[src/rtl/apb_fpu_pkg.sv]
// Shared constants for the APB FPU sequencer: register offsets, field widths,
// STATUS bit positions and the sequencer state encoding.
package apb_fpu_pkg;
  localparam int OPSEL_W = 4;
  localparam int FLAGS_W = 5;

  localparam logic [7:0] OFFS_OP_A   = 8'h00;
  localparam logic [7:0] OFFS_OP_B   = 8'h04;
  localparam logic [7:0] OFFS_CTRL   = 8'h08;
  localparam logic [7:0] OFFS_RESULT = 8'h0C;
  localparam logic [7:0] OFFS_STATUS = 8'h10;

  localparam int ST_BUSY      = 0;
  localparam int ST_VALID     = 1;
  localparam int ST_TIMEOUT   = 2;
  localparam int ST_FLAGS_LSB = 3;

  typedef enum logic [1:0] {
    S_IDLE,
    S_ISSUE,
    S_WAIT
  } seq_state_e;
endpackage

[src/rtl/fpu_seq_timer.sv]
// Saturating watchdog counter: clear has priority over enable, tc_o is high
// once the count reaches TIMEOUT_CYCLES-1, and the count holds there.
module fpu_seq_timer #(
  parameter int TIMEOUT_CYCLES = 64
) (
  input  logic clk,
  input  logic rst_n,
  input  logic clr_i,
  input  logic en_i,
  output logic tc_o
);
  localparam int CW = $clog2(TIMEOUT_CYCLES);
  localparam logic [CW-1:0] LAST = CW'(TIMEOUT_CYCLES - 1);

  logic [CW-1:0] cnt_q, cnt_d;

  always_comb begin
    cnt_d = cnt_q;
    if (clr_i) begin
      cnt_d = '0;
    end else if (en_i && (cnt_q != LAST)) begin
      cnt_d = cnt_q + CW'(1);
    end
  end

  always_ff @(posedge clk or negedge rst_n) begin
    if (!rst_n) begin
      cnt_q <= '0;
    end else begin
      cnt_q <= cnt_d;
    end
  end

  assign tc_o = (cnt_q == LAST);
endmodule

[src/rtl/apb_fpu_seq.sv]
// APB3 slave that launches one FPU operation per CTRL write and latches its result.
// Optional completion interrupt is built when APB_FPU_SEQ_IRQ_EN is defined.
module apb_fpu_seq
  import apb_fpu_pkg::*;
#(
  parameter int                        APB_ADDR_WIDTH = 32,
  parameter logic [APB_ADDR_WIDTH-1:0] BASE_ADDR      = 32'h1A108000,
  parameter int                        TIMEOUT_CYCLES = 64
) (
  input  logic                      CLK,
  input  logic                      RSTN,
  input  logic [APB_ADDR_WIDTH-1:0] PADDR,
  input  logic [31:0]               PWDATA,
  input  logic                      PWRITE,
  input  logic                      PSEL,
  input  logic                      PENABLE,
  output logic [31:0]               PRDATA,
  output logic                      PREADY,
  output logic                      PSLVERR,
  output logic [31:0]               fpu_op_a,
  output logic [31:0]               fpu_op_b,
  output logic [OPSEL_W-1:0]        fpu_opsel,
  output logic                      fpu_start,
  input  logic                      fpu_done,
  input  logic [31:0]               fpu_result,
  input  logic [FLAGS_W-1:0]        fpu_flags,
  output logic                      irq_o
);
  seq_state_e         state_q, state_d;
  logic [31:0]        op_a_q, op_a_d, op_b_q, op_b_d, result_q, result_d;
  logic [OPSEL_W-1:0] opsel_q, opsel_d;
  logic [FLAGS_W-1:0] flags_q, flags_d;
  logic               valid_q, valid_d, timeout_q, timeout_d;

  logic [APB_ADDR_WIDTH-1:0] off;
  logic sel_op_a, sel_op_b, sel_ctrl, sel_result, sel_status, sel_rw;
  logic busy, acc_phase, wr_acc, rd_acc, launch, finish, tc;

  assign off        = PADDR - BASE_ADDR;
  assign sel_op_a   = (off == APB_ADDR_WIDTH'(OFFS_OP_A));
  assign sel_op_b   = (off == APB_ADDR_WIDTH'(OFFS_OP_B));
  assign sel_ctrl   = (off == APB_ADDR_WIDTH'(OFFS_CTRL));
  assign sel_result = (off == APB_ADDR_WIDTH'(OFFS_RESULT));
  assign sel_status = (off == APB_ADDR_WIDTH'(OFFS_STATUS));
  assign sel_rw     = sel_op_a | sel_op_b | sel_ctrl;

  assign busy      = (state_q != S_IDLE);
  assign acc_phase = PSEL & PENABLE;
  // Only a RESULT read can stall, and only while an operation is outstanding.
  assign PREADY    = ~(acc_phase & ~PWRITE & sel_result & busy);
  assign wr_acc    = acc_phase & PREADY & PWRITE;
  assign rd_acc    = acc_phase & PREADY & ~PWRITE;
  assign launch    = wr_acc & sel_ctrl & ~busy;
  assign finish    = (state_q == S_WAIT) & (fpu_done | tc);

  assign fpu_op_a  = op_a_q;
  assign fpu_op_b  = op_b_q;
  assign fpu_opsel = opsel_q;
  assign fpu_start = (state_q == S_ISSUE);

  fpu_seq_timer #(
    .TIMEOUT_CYCLES(TIMEOUT_CYCLES)
  ) u_timer (
    .clk  (CLK),
    .rst_n(RSTN),
    .clr_i(state_q == S_ISSUE),
    .en_i (state_q == S_WAIT),
    .tc_o (tc)
  );

  always_comb begin
    state_d   = state_q;
    op_a_d    = op_a_q;
    op_b_d    = op_b_q;
    opsel_d   = opsel_q;
    result_d  = result_q;
    flags_d   = flags_q;
    valid_d   = valid_q;
    timeout_d = timeout_q;
    PRDATA    = '0;
    PSLVERR   = 1'b0;

    if (wr_acc) begin
      if (!sel_rw || busy) begin
        PSLVERR = 1'b1;
      end else begin
        if (sel_op_a) op_a_d = PWDATA;
        if (sel_op_b) op_b_d = PWDATA;
      end
    end
    if (launch) begin
      opsel_d   = PWDATA[OPSEL_W-1:0];
      valid_d   = 1'b0;
      timeout_d = 1'b0;
      state_d   = S_ISSUE;
    end

    if (rd_acc) begin
      if (sel_op_a) begin
        PRDATA = op_a_q;
      end else if (sel_op_b) begin
        PRDATA = op_b_q;
      end else if (sel_ctrl) begin
        PRDATA[OPSEL_W-1:0] = opsel_q;
      end else if (sel_result) begin
        PRDATA  = result_q;
        PSLVERR = timeout_q;
      end else if (sel_status) begin
        PRDATA[ST_BUSY]                    = busy;
        PRDATA[ST_VALID]                   = valid_q;
        PRDATA[ST_TIMEOUT]                 = timeout_q;
        PRDATA[ST_FLAGS_LSB +: FLAGS_W]    = flags_q;
      end else begin
        PSLVERR = 1'b1;
      end
    end

    case (state_q)
      S_IDLE:  ;
      S_ISSUE: state_d = S_WAIT;
      S_WAIT: begin
        if (fpu_done) begin
          result_d = fpu_result;
          flags_d  = fpu_flags;
          valid_d  = 1'b1;
          state_d  = S_IDLE;
        end else if (tc) begin
          result_d  = '0;
          flags_d   = '0;
          timeout_d = 1'b1;
          state_d   = S_IDLE;
        end
      end
      default: state_d = S_IDLE;
    endcase
  end

  always_ff @(posedge CLK or negedge RSTN) begin
    if (!RSTN) begin
      state_q   <= S_IDLE;
      op_a_q    <= '0;
      op_b_q    <= '0;
      opsel_q   <= '0;
      result_q  <= '0;
      flags_q   <= '0;
      valid_q   <= 1'b0;
      timeout_q <= 1'b0;
    end else begin
      state_q   <= state_d;
      op_a_q    <= op_a_d;
      op_b_q    <= op_b_d;
      opsel_q   <= opsel_d;
      result_q  <= result_d;
      flags_q   <= flags_d;
      valid_q   <= valid_d;
      timeout_q <= timeout_d;
    end
  end

`ifdef APB_FPU_SEQ_IRQ_EN
  logic irq_q, irq_d;

  // Completion wins over a same-cycle clear.
  always_comb begin
    irq_d = irq_q;
    if (launch || (rd_acc && sel_result)) irq_d = 1'b0;
    if (finish) irq_d = 1'b1;
  end

  always_ff @(posedge CLK or negedge RSTN) begin
    if (!RSTN) begin
      irq_q <= 1'b0;
    end else begin
      irq_q <= irq_d;
    end
  end

  assign irq_o = irq_q;
`else
  logic unused_finish;
  assign unused_finish = finish;
  assign irq_o = 1'b0;
`endif
endmodule

[config.mk]
export PLATFORM = sky130hd
export DESIGN_NAME = apb_fpu_seq
export DESIGN_NICKNAME = d
export VERILOG_FILES = /design/src/rtl/apb_fpu_pkg.sv /design/src/rtl/fpu_seq_timer.sv /design/src/rtl/apb_fpu_seq.sv
export SDC_FILE = /design/constraint.sdc
export NUM_CORES = 1
export LEC_CHECK = 0
export ABC_AREA = 1
export BUFFER_PORTS_ARGS = -buffer_cell sky130_fd_sc_hd__buf_2
export CORE_AREA = 2 2 125 127
export CTS_CLUSTER_SIZE = 16
export DETAILED_ROUTE_END_ITERATION = 10
export DIE_AREA = 0 0 127 129
export GPL_TIMING_DRIVEN = 1
export MAX_ROUTING_LAYER = met4
export PLACE_DENSITY = 0.79
export SYNTH_ARGS = -nofsm -noshare
export SYNTH_HDL_FRONTEND = slang
export SYNTH_SLANG_ARGS = --single-unit
[constraint.sdc]
create_clock -name CLK -period 4.26 [get_ports CLK]
set_input_delay 0.213 -clock CLK [delete_from_list [all_inputs] [get_ports CLK]]
set_output_delay 0.213 -clock CLK [all_outputs]
set_load 0.02 [all_outputs]
## Yosys cells after proc, flatten, opt, wreduce, memory -nomap -nowiden

Cells that the tools add are included.

| operators by class | value |
|---|---|
| reductions and logical operators | 11 |
| bitwise operators | 15 |
| eq/ne operators | 8 |
| muxes and demuxes | 33 |
| add/subtract/negate cells | 2 |

Operator list:

| cell | number |
|---|---|
| $mux W32 | 5 |
| $eq A32 B4 Y1 const B | 2 |
| $eq A32 B3 Y1 const B | 1 |
| $eq A32 B5 Y1 const B | 1 |
| $logic_not A32 Y1 | 1 |
| $sub A32 B29 Y32 const B | 1 |
| $mux W28 | 1 |
| $mux W24 | 1 |
| $mux W8 | 2 |
| $mux W1 | 15 |
| $mux W6 | 2 |
| $mux W5 | 2 |
| $and A1 B1 Y1 | 9 |
| $add A6 B1 Y6 const B | 1 |
| $eq A6 B6 Y1 const B | 1 |
| $mux W2 | 3 |
| $ne A6 B6 Y1 const B | 1 |
| $pmux W2 S3 | 1 |
| $reduce_and A3 Y1 | 2 |
| $reduce_bool A2 Y1 | 3 |
| $mux W4 | 1 |
| $not A1 Y1 | 4 |
| $eq A2 B1 Y1 const B | 1 |
| $eq A2 B2 Y1 const B | 1 |
| other kinds (6) | 7 |

| storage, ports and cells | value |
|---|---|
| flip-flop bits (word level) | 115 |
| bits of input ports | 107 |
| output and inout bits | 104 |
| word-level logic and storage cells | 78 |

## Depth between registers and ports, before layout

| logic depth | value |
|---|---|
| depth in word-level cells | 14 |
| gate-level depth with buffers | 22 |
| gate-level depth less buffers | 21 |

## Hierarchy

A second synthesis with hierarchy kept.

| second synthesis, totals | value |
|---|---|
| cell total of the unflattened synthesis | 879 |
| area total of the unflattened synthesis | 6488.7 µm² |

Modules (own cells, without submodules):

| module | cells each | times used | area an instance (µm²) |
|---|---|---|---|
| apb_fpu_seq | 826 | 1 | 6089.6 |
| fpu_seq_timer | 53 | 1 | 399.1 |

## Worst setup path after synthesis

No wires, ideal clock.

| path | value |
|---|---|
| kind | input port to output port |
| from | input PADDR[15] |
| to | output PRDATA[11] |
| path buffers | 2 |
| setup slack | 1.774 ns |
| stages | 18 |
| data arrival time | 2.273 ns |
| data required time | 4.047 ns |
| cells stage by stage | inv_1 ha_1 inv_2 nor2_2 nand2_1 nand2_1 nand2_2 nand2_1 nand3_1 nor2_2 nand3_2 nor2_8 buf_12 nand2_8 clkinv_4 buf_12 a21oi_2 nor2_1 |

| on the way | value |
|---|---|
| longest elaborated chain between the ends | 8 |
| elaborated cells between the ends (all ways) | 15 |

Ends and longest elaborated chain:

| element | line | RTL |
|---|---|---|
| start, declared | apb_fpu_seq.sv:12 | `input logic [APB_ADDR_WIDTH-1:0] PADDR,` |
| $sub A32 B29 Y32 (*) | apb_fpu_seq.sv:39 | `assign off = PADDR - BASE_ADDR;` |
| $eq A32 B4 Y1 | apb_fpu_seq.sv:43 | `assign sel_result = (off == APB_ADDR_WIDTH'(OFFS_RESULT));` |
| $and A1 B1 Y1 (2 in a row) | apb_fpu_seq.sv:50 | `assign PREADY = ~(acc_phase & ~PWRITE & sel_result & busy);` |
| $not A1 Y1 | apb_fpu_seq.sv:50 |  |
| $and A1 B1 Y1 (2 in a row) | apb_fpu_seq.sv:52 | `assign rd_acc = acc_phase & PREADY & ~PWRITE;` |
| $mux W32 (*) | apb_fpu_seq.sv:98 | `if (rd_acc) begin` |
| end, declared | apb_fpu_seq.sv:17 | `output logic [31:0] PRDATA,` |

Mark *: on every way between the ends. The rest lies on a longest branch, timed or not.

## Worst setup path in the final report

| path | value |
|---|---|
| from | input PADDR[15] |
| to | output PRDATA[4] |

| on the way | value |
|---|---|
| longest elaborated chain between the ends | 8 |
| elaborated cells between the ends (all ways) | 17 |

Ends and longest elaborated chain:

| element | line |
|---|---|
| $sub A32 B29 Y32 (*) | apb_fpu_seq.sv:39 |
| $eq A32 B5 Y1 or $eq A32 B4 Y1 (tied branches) | apb_fpu_seq.sv:44, apb_fpu_seq.sv:43 |
| $mux W8 or $and A1 B1 Y1 (tied branches) | apb_fpu_seq.sv:108, apb_fpu_seq.sv:50 |
| $mux W8 or $and A1 B1 Y1 (tied branches) | apb_fpu_seq.sv:105, apb_fpu_seq.sv:50 |
| $mux W28 or $not A1 Y1 (tied branches) | apb_fpu_seq.sv:103, apb_fpu_seq.sv:50 |
| $mux W32 or $and A1 B1 Y1 (tied branches) | apb_fpu_seq.sv:101, apb_fpu_seq.sv:52 |
| $mux W32 or $and A1 B1 Y1 (tied branches) | apb_fpu_seq.sv:99, apb_fpu_seq.sv:52 |
| $mux W32 (*) | apb_fpu_seq.sv:98 |

Marked as above.

==> impl_metrics.csv <==
group,metric,value,unit
run_status,status,"complete, but fails checks",
run_status,violations,"negative hold slack",
critical_path,critPathLaunchType,"primary input",
placed_design,gp_congestion,0.899,
yosys,synth_cell_types,44,
sta,fmax,315,MHz
critical_path,critPathBufInv,5,
sta,post-route-period-util,0.745,
pwr,p_leak,4.66,nW
floorplan,die_area,0.0164,sq mm
layout,area_growth,25.6,%
critical_path,crit_family,"simple AND/OR/NAND/NOR gates",
layout,instances_no_fill,1291,
critical_path,worst-path-max-fanout,60,
critical_path,crit_arrival,2960,ps
route,drt_iter0_markers,465,
placed_design,dp.cells,1258,
placed_design,placed_area,0.00771,sq mm
yosys,yosysWarningCount,0,
cts,cts_setup_buffers,0,
pwr,switching_share,0.226,
layout,final_cell_mix,"nand2_1, buf_2, nand3_1",
cts,numCtsBuffers,17,
pwr,p_int,2.26,mW
yosys,async_flop_share,1.00,
yosys,synth_flop_cell,"dfrtp_1",
floorplan,die_w,127,um
sta,rsz0062_at_grt,"no",
yosys,synth-edff-count,0,
yosys,synth_nets,1009,
route,viasPerCell,5.07,
sta,hold_slack,-44.8,ps
layout,fin_nets,1198,
global_route,grt_pass1_wl,30.0,mm
route,drc,0,
placed_design,io_buffers,209,
layout,drive_above_1_share,0.296,
global_route,antenna_found_initial,1,
pwr,seqPwrFrac,0.402,
critical_path,slowest_delay,380,ps
placed_design,dp.final_hpwl,13.2,mm
pwr,power-per-cell-area,350,mW/mm^2
yosys,ys_ff_latch,115,
pwr,p_sw,661,uW
pwr,clockPowerShare,0.522,
sta,relSlewSlack,0.338,
sta,hold_violations,65,
route,via_count,6541,
route,dr.pass1.iters,5,
layout,final_common_cell,"nand2_1",
route,wire_per_inst,14.3,um
global_route,grt-ovfl-total,0,
sta,setup_viol,0,
cts,ctsResizeCount,0,
job,drv_cap,0,
yosys,ys_seq_area_frac,0.433,
critical_path,worstPathCellList,"buf_2 -> inv_1 -> ha_1 -> inv_2 -> nor2_2 -> nand2_1 -> nand2_1 -> nand2_2 -> nand2_1 -> nand3_1 -> nor2_2 -> nand3_2 -> nor2_8 -> nand2_4 -> inv_2 -> nand2_1 -> o21ai_0 -> nor2_1 -> nor2_1 -> buf_2",
cts,htree_levels,4,
sta,drv_slew,0,
route,ant_nets,0,
cts,worstSkewPairLatency,420,ps
cts,cts_root_buf,"clkbuf_16",
yosys,syn_inst,900,
layout,stdcell_area,0.00835,sq mm
sta,tns,0,ps
sta,worst_pin_slew,993,ps
global_route,grt_util_all_layers,0.237,
cts,clkSinkCount,115,
critical_path,slowest_stage,"nand2_4",
floorplan,dieHeight,129,um
sta,clock_skew,8.89,ps
cts,clockBufferDepth,2,
floorplan,start_util,0.444,
global_route,grt_pass1_vias,6167,
cts,clkTransAtPathRegs,50,ps
pwr,peakVddDrop,0.253,mV
yosys,avgSynthCellArea,7.39,sq um
critical_path,endpoint_kind,"output port",
global_route,grt_max_degree,80,
pwr,p_comb_frac,0.077,
cts,cts_tree,"yes",
hold_path,worstHoldPathType,"primary input to async pin",
yosys,syn_area,0.00665,sq mm
floorplan,core,0.0150,sq mm
critical_path,required,4050,ps
floorplan,row_count,45,
pwr,p_total,2.92,mW
sta,period_minus_slack,3170,ps
floorplan,io_pins,211,
critical_path,cp_common_cell,"nand2_1",
route,wirelength,18.5,mm
critical_path,critPathKind,"primary input to output port",
cts,cts_hold_buf,0,
kinds of logic after synthesis:
logic type	after synthesis	synth area share
AOI/OAI and AO/OA	142	0.120
buffers and inverters	138	0.0935
DFF	115	0.433
xor gates and xnor gates	2	0.00264
and+or+nand+nor	500	0.346
adders and majority gates	2	0.00376
other	1	0.000564
path summary, 6_finish.rpt:
path | start | end | slack, ps | cells after the start
max reg2reg | state_q[0]$_DFF_PN0_ | result_q[0]$_DFFE_PN0P_ | 1730 | 5
min in group CLK | fpu_flags[1] | flags_q[1]$_DFFE_PN0P_ | 30 | 3
max in group asynchronous | RSTN | result_q[18]$_DFFE_PN0P_ | 3250 | 2
min | RSTN | fpu_op_b[9]$_DFFE_PN0P_ | -40 | 1
max | PADDR[15] | PRDATA[4] | 1090 | 20
min reg2reg | valid_q$_DFF_PN0_ | valid_q$_DFF_PN0_ | 480 | 2
flip-flops by register name, indices dropped and copies added, names as in the netlist:
| signal | count |
|---|---|
| fpu_opsel | 4 |
| u_timer.cnt_q | 6 |
| fpu_op_b | 32 |
| valid_q | 1 |
| state_q | 2 |
| result_q | 32 |
| flags_q | 5 |
| timeout_q | 1 |
| fpu_op_a | 32 |
worst register-to-register path, delay by kind of cell, from the launching register on:
kind	cells	cell delay (ps)
buf+inv	1	430
simple gates	4	1570
flops	1	410
routing by layer:
layer / part of all wire / vias to the layer above / routed length, um / global-route usage
met5: 0 / - / 0 / -
met4: 0.012 / 0 / 227 / 0.0646
met3: 0.065 / 20 / 1200 / 0.0553
met2: 0.48 / 252 / 8780 / 0.384
met1: 0.45 / 2979 / 8270 / 0.301
li1: - / 3290 / - / -
metrics by stage:
step            util  hold slack, ps  setup WS (ps)
6_report       0.558           -44.8           1090
5_1_grt        0.558            24.1            713
4_1_cts        0.558            4.79           1090
3_5_place_dp   0.515             445            996
3_3_place_gp   0.515             435           1120
2_1_floorplan      -           -82.6           1770
cell usage after synthesis, types with 2 or more instances:
master	count	area (sq um)
a21oi_2	20	175
nand3_4	3	52.6
clkbuf_1	16	60.1
dfrtp_1	115	2880
a21oi_1	9	45.0
nand3_1	118	591
nand2_1	259	972
xor2_1	2	17.5
o21ai_0	29	145
inv_2	8	30.0
inv_1	83	312
nand2_4	3	33.8
buf_4	3	22.5
buf_1	4	15.0
buf_2	14	70.1
nand3_2	4	40.0
nor2_4	3	33.8
nand4_1	3	18.8
buf_12	2	40.0
nor2_1	59	221
nor2_2	25	156
ha_1	2	25.0
nor3_2	2	20.0
buf_6	3	33.8
nand2_2	6	37.5
nor3_1	9	45.0
o21ai_1	79	395
final cells by class:
cell class	count	area (sq um)
Clock buffer	22	484
Tap cell	188	235
Multi-Input combinational cell	647	3160
Sequential cell	115	2880
Inverter	95	365
Timing Repair Buffer	213	1080
Fill cell	1378	6620
Clock inverter	10	153
Antenna cell	1	2.50
power by group through the flow:
stage	combinational [mW]	sequential (mW)	clock [mW]
final	0.224	1.17	1.52
after detailed placement	0.225	1.19	0
after floorplan	0.124	1.18	0
after global placement	0.220	1.19	0
after CTS	0.226	1.17	1.54
after global routing	0.257	1.18	1.59
No activity file was read; power rests on OpenSTA's default activity.
